`config.mk`:
```
export PLATFORM = sky130hd
export DESIGN_NAME = aibio_bias_trim_cal_ctrl
export DESIGN_NICKNAME = d
export VERILOG_FILES = /design/src/rtl/aibio_bias_cal_pkg.sv /design/src/rtl/aibio_cal_sync2.sv /design/src/rtl/aibio_bias_trim_cal_ctrl.sv
export SDC_FILE = /design/constraint.sdc
export NUM_CORES = 1
export LEC_CHECK = 0
export ABC_AREA = 1
export CORE_MARGIN = 2
export CORE_UTILIZATION = 55
export DETAILED_ROUTE_END_ITERATION = 10
export PLACE_DENSITY = 0.83
export SYNTH_ARGS = -nofsm -noshare
export SYNTH_HDL_FRONTEND = slang
export SYNTH_SLANG_ARGS = --single-unit
```
`constraint.sdc`:
```
create_clock -name i_clk -period 3.4 [get_ports i_clk]
set_clock_uncertainty 0.15 [all_clocks]
set_input_delay 0.51 -clock i_clk [delete_from_list [all_inputs] [get_ports i_clk]]
set_output_delay 0.51 -clock i_clk [all_outputs]
set_load 0.05 [all_outputs]
```
`src/rtl/aibio_bias_cal_pkg.sv`:
```
// aibio_bias_cal_pkg: shared state encoding and trim constants for the bias calibration controller
package aibio_bias_cal_pkg;
  localparam int TRIM_W_DEF = 3;
  localparam logic [TRIM_W_DEF-1:0] TRIM_MID = 3'b100;
  typedef enum logic [2:0] {IDLE, SETUP, SETTLE, SAMPLE, DONE} cal_state_e;
endpackage

```
`src/rtl/aibio_cal_sync2.sv`:
```
// aibio_cal_sync2: two-flop synchronizer for the asynchronous bias comparator
module aibio_cal_sync2 (
  input  logic i_clk,
  input  logic i_rst_n,
  input  logic i_d,
  output logic o_q
);
  logic meta;
  always_ff @(posedge i_clk) begin
    if (!i_rst_n) {o_q, meta} <= 2'b00;
    else {o_q, meta} <= {meta, i_d};
  end
endmodule

```
`src/rtl/aibio_bias_trim_cal_ctrl.sv`:
```
// aibio_bias_trim_cal_ctrl: SAR search of the bias trim code against a comparator, with override and abort
module aibio_bias_trim_cal_ctrl
  import aibio_bias_cal_pkg::*;
#(
  parameter int TRIM_W   = TRIM_W_DEF,
  parameter int SETTLE_W = 8
) (
  input  logic                i_clk,
  input  logic                i_rst_n,
  input  logic                i_cal_en,
  input  logic                i_bypass,
  input  logic [TRIM_W-1:0]   i_trim_ovrd,
  input  logic [SETTLE_W-1:0] i_settle_cyc,
  input  logic                i_cmp,
  output logic [TRIM_W-1:0]   o_bias_trim,
  output logic                o_cal_busy,
  output logic                o_cal_done,
  output logic                o_cal_err
);
  localparam int PTR_W = (TRIM_W > 1) ? $clog2(TRIM_W) : 1;
  // Midscale rescaled from the package constant to the configured width
  localparam logic [TRIM_W-1:0] MID = TRIM_W'({TRIM_MID, {TRIM_W{1'b0}}} >> TRIM_W_DEF);
  cal_state_e state;
  logic [TRIM_W-1:0] trial, result, pick, trial_s;
  logic [PTR_W-1:0] ptr;
  logic [SETTLE_W-1:0] cnt;
  logic cmp_s;
  aibio_cal_sync2 u_sync (.i_clk(i_clk), .i_rst_n(i_rst_n), .i_d(i_cmp), .o_q(cmp_s));
  assign pick = TRIM_W'(1) << ptr;
  assign trial_s = cmp_s ? trial : trial & ~pick;
  // o_cal_busy mirrors the search states, so it doubles as the abort qualifier
  always_ff @(posedge i_clk) begin
    if (!i_rst_n) begin
      state <= IDLE;
      trial <= '0;
      ptr <= '0;
      cnt <= '0;
      result <= MID;
      o_bias_trim <= MID;
      o_cal_busy <= 1'b0;
      o_cal_done <= 1'b0;
      o_cal_err <= 1'b0;
    end else if (i_bypass) begin
      state <= IDLE;
      o_bias_trim <= i_trim_ovrd;
      o_cal_busy <= 1'b0;
      o_cal_done <= 1'b0;
      o_cal_err <= 1'b0;
    end else if (o_cal_busy && !i_cal_en) begin
      state <= IDLE;
      o_bias_trim <= result;
      o_cal_busy <= 1'b0;
    end else begin
      case (state)
        IDLE: begin
          o_bias_trim <= result;
          o_cal_done <= 1'b0;
          o_cal_err <= 1'b0;
          if (i_cal_en) begin
            state <= SETUP;
            trial <= '0;
            ptr <= PTR_W'(TRIM_W - 1);
            o_cal_busy <= 1'b1;
          end
        end
        SETUP: begin
          trial <= trial | pick;
          o_bias_trim <= trial | pick;
          cnt <= (i_settle_cyc == '0) ? SETTLE_W'(1) : i_settle_cyc;
          state <= SETTLE;
        end
        SETTLE: begin
          cnt <= cnt - SETTLE_W'(1);
          state <= (cnt == SETTLE_W'(1)) ? SAMPLE : SETTLE;
        end
        SAMPLE: begin
          trial <= trial_s;
          if (ptr != '0) begin
            ptr <= ptr - PTR_W'(1);
            state <= SETUP;
          end else begin
            result <= trial_s;
            o_bias_trim <= trial_s;
            o_cal_busy <= 1'b0;
            state <= DONE;
          end
        end
        DONE: begin
          o_bias_trim <= result;
          o_cal_done <= 1'b1;
          o_cal_err <= (&result) | ~(|result);
          state <= i_cal_en ? DONE : IDLE;
        end
        default: state <= IDLE;
      endcase
    end
  end
endmodule

```
==> results.md <==
- Initial antenna violation count: 0
- GPL Wtd Cong: roughly 0.95
- Worst vdd ir: around 180 µV
- Vias/cell: roughly 4.8
- # Max-Cap Violations: 0
- Endpoints failing setup: 0
- Worst Path Max Fanout: 4
- Cell count of the worst reg-to-reg path: 7
- Core Rows: 20
- NumNets Final: between 300 and 400
- #FFs+latches synth: 27
- IO Port Bufs: 21
- CP top delay family: buffers and inverters
- Design Power: 0.000633 W
- Slew margin rel.: approximately three fifths
- Hold_ws: 0.280 ns
- DIE WIDTH: 60.5 µm
- Placed insts: 340
- Die H: 60.5 µm
- WL/cell: ~10 µm
- Clock Latency Late Sink: roughly 0.32 ns
- Die area: around 0.0037 mm²
- Min cycle time layout: 2.19 ns
- Grt ovf: 0
- CTS tree: built
- Final HPWL DP: 2.80 mm
- Worst path bufs/invs: 1
- Crit path capture type: output port
- F_max: around 460 MHz
- Ys flop type: dfxtp_1
- CP Launch Type: flop
- DRC viols: 0
- Postcts setup bufs: 0
- CP arrival: roughly 1.5 ns
- Pre-Repair DR Iteration Count: 4
- Clock transition at path regs: around 0.14 ns
- Seq. cell area: 541 µm²
- Final WL: 3.52 mm
- TritonCTS buffer count: 3
- Worst Path Required: approximately 2.7 ns
- Clock sinks: 27
- Routed Antenna Nets: 0
- Worst r2r src: state[2]$_SDFFE_PP0P_
- Hold crit path type: flop to flop
- CTS root buffer: clkbuf_4
- Flop2flop setup slack: ~1.7 ns
- Hold Crit Start: u_sync.meta$_SDFF_PN0_
- Run status: completed
- Ports: 22
- FF-to-FF End: cnt[2]$_SDFFE_PN0P_
- Hold path depth: 2
- RSZ-0062 raised after global routing: no
- Fillers: roughly 320
- Antenna cells: 0
- Synthesized net count: 300
- Critical path startpoint: o_cal_busy$_SDFFE_PP0P_
- CTS Buffer Depth: 2
- Drt first-iter violations: around 140
- Seq/Total Area, Yosys: around 31%
- Slowest CP cell: clkdlybuf4s50_1
- Pwr Density: roughly 310 mW/mm²
- Initial Utilization: 57.6%
- Crit Path Class: flop to output port
- Post-CTS sizing: 0
- Area delta synth->final: 14.7%
- Finished Layout Cells: ~340
- Final Hold Viols: 0
- Syn_area_per_cell: ~6.3 µm²
- Multi-input combinational cell area: 993 µm²
- Synthesized instance count: approximately 280
- P_leak: about 0.97 nW
- # hold bufs at CTS: 0
- Slew @ Worst Pin: 0.593 ns
- Global-route wire length before repair: slightly above 6 mm
- Yosys cell types: 31
- Most common cell after layout, fill and taps aside: nand2_1
- Setup TNS: 0 ns
- CP max stage delay: approximately 0.81 ns
- GRT Total Usage: ~21%
- Post-synth EDFFs: 0
- Share of cells above drive strength 1: between 10% and 20%
- Ys async rst share: 0%
- Final core occ: between 60% and 70%
- H-tree depth: 1
- Endpoint, Worst Hold: u_sync.o_q$_SDFF_PN0_
- Post-Synthesis Cell Area: 0.00176 mm²
- Pins Over Slew Limit: 0
- Core area: 0.00305 mm²
- Yosys warning total: 0
- Commonest cells after routing, fill and taps aside: nand2_1, inv_1, nor2_1, dfxtp_1, clkdlybuf4s50_1
- Critical-path cell list: clkdlybuf4s50_1
- Crit share post-route: 64.3%
- Vias in the first global route: around 1,500
- Via count: 1,658
- Largest net degree at the start of global routing: 18
==> state kept, by name, summed over array words and instances (netlist names) <==
signal	count
result	3
o_cal_busy	1
o_cal_done	1
ptr	2
o_bias_trim	3
trial	3
u_sync.o_q	1
u_sync.meta	1
cnt	8
state	3
o_cal_err	1
==> how the worst max path moves through the flow <==
| stage | endpoint | slack, ns | depth (start not counted) |
|---|---|---|---|
| finish | o_cal_busy | 1.21 | 1 |
| global route | o_cal_busy | 1.14 | 1 |
| CTS | o_cal_busy | 1.20 | 1 |
| detailed placement | state[2]$_SDFFE_PP0P_ | 1.06 | 5 |
| global placement | state[1]$_SDFFE_PP0P_ | 1.09 | 5 |
| floorplan | cnt[6]$_SDFFE_PN0P_ | 1.77 | 8 |
==> power breakdown <==
part | switching, W | internal [W]
registers | 0.0000101 | 0.000330
logic | 0.0000935 | 0.0000595
clock network | 0.0000941 | 0.0000460
==> synth_stat cells (all sizes together), types with 2 or more instances <==
cell,n,area (µm²)
nand2,84,350
inv,50,190
nor2,42,173
dfxtp,27,541
nand3,23,145
a21oi,17,88.8
o21ai,15,82.6
ha,5,62.6
nor3,3,26.3
and2,2,12.5
buf,2,26.3
clkbuf,2,7.51
nand4,2,12.5
==> final cells by class <==
class,count,share of cell area (%)
clock buffers,4,1.30
inverters,50,9.44
multi-input cells,198,49.3
well taps,44,2.73
flip-flops and latches,27,26.8
repair buffers,21,10.4
==> logic make-up (layout without fill, tap and decap cells) <==
family | after synthesis | count (layout) | synth area share [%]
and+or+nand+nor | 157 | 157 | 41.3
buffers and inverters | 54 | 75 | 12.7
AOI/OAI and AO/OA | 36 | 36 | 11.7
DFF | 27 | 27 | 30.7
adders and majority gates | 5 | 5 | 3.56
==> layer usage <==
metal	wire [µm]	global-route usage, %
met5	0	0
met3	163	2.56
met2	1540	35.9
met4	36	5.59
met1	1780	29.5
==> worst reg2reg max path: stages (launching register included) <==
cell and delay (ns):
dfxtp_1 0.56, inv_4 0.11, nand3_4 0.21, nand2_4 0.07
nand2_4 0.16, inv_1 0.11, o21ai_0 0.20, nor2_1 0.06
==> metrics by stage <==
stage                     area [µm²]  worst slack, ns
after global routing            2020             1.14
final                           2020             1.21
after floorplan                 1760             1.77
after global placement          1990             1.09
after CTS                       2020             1.20
after detailed placement        1990             1.06
(Power assumes the default switching activity.)
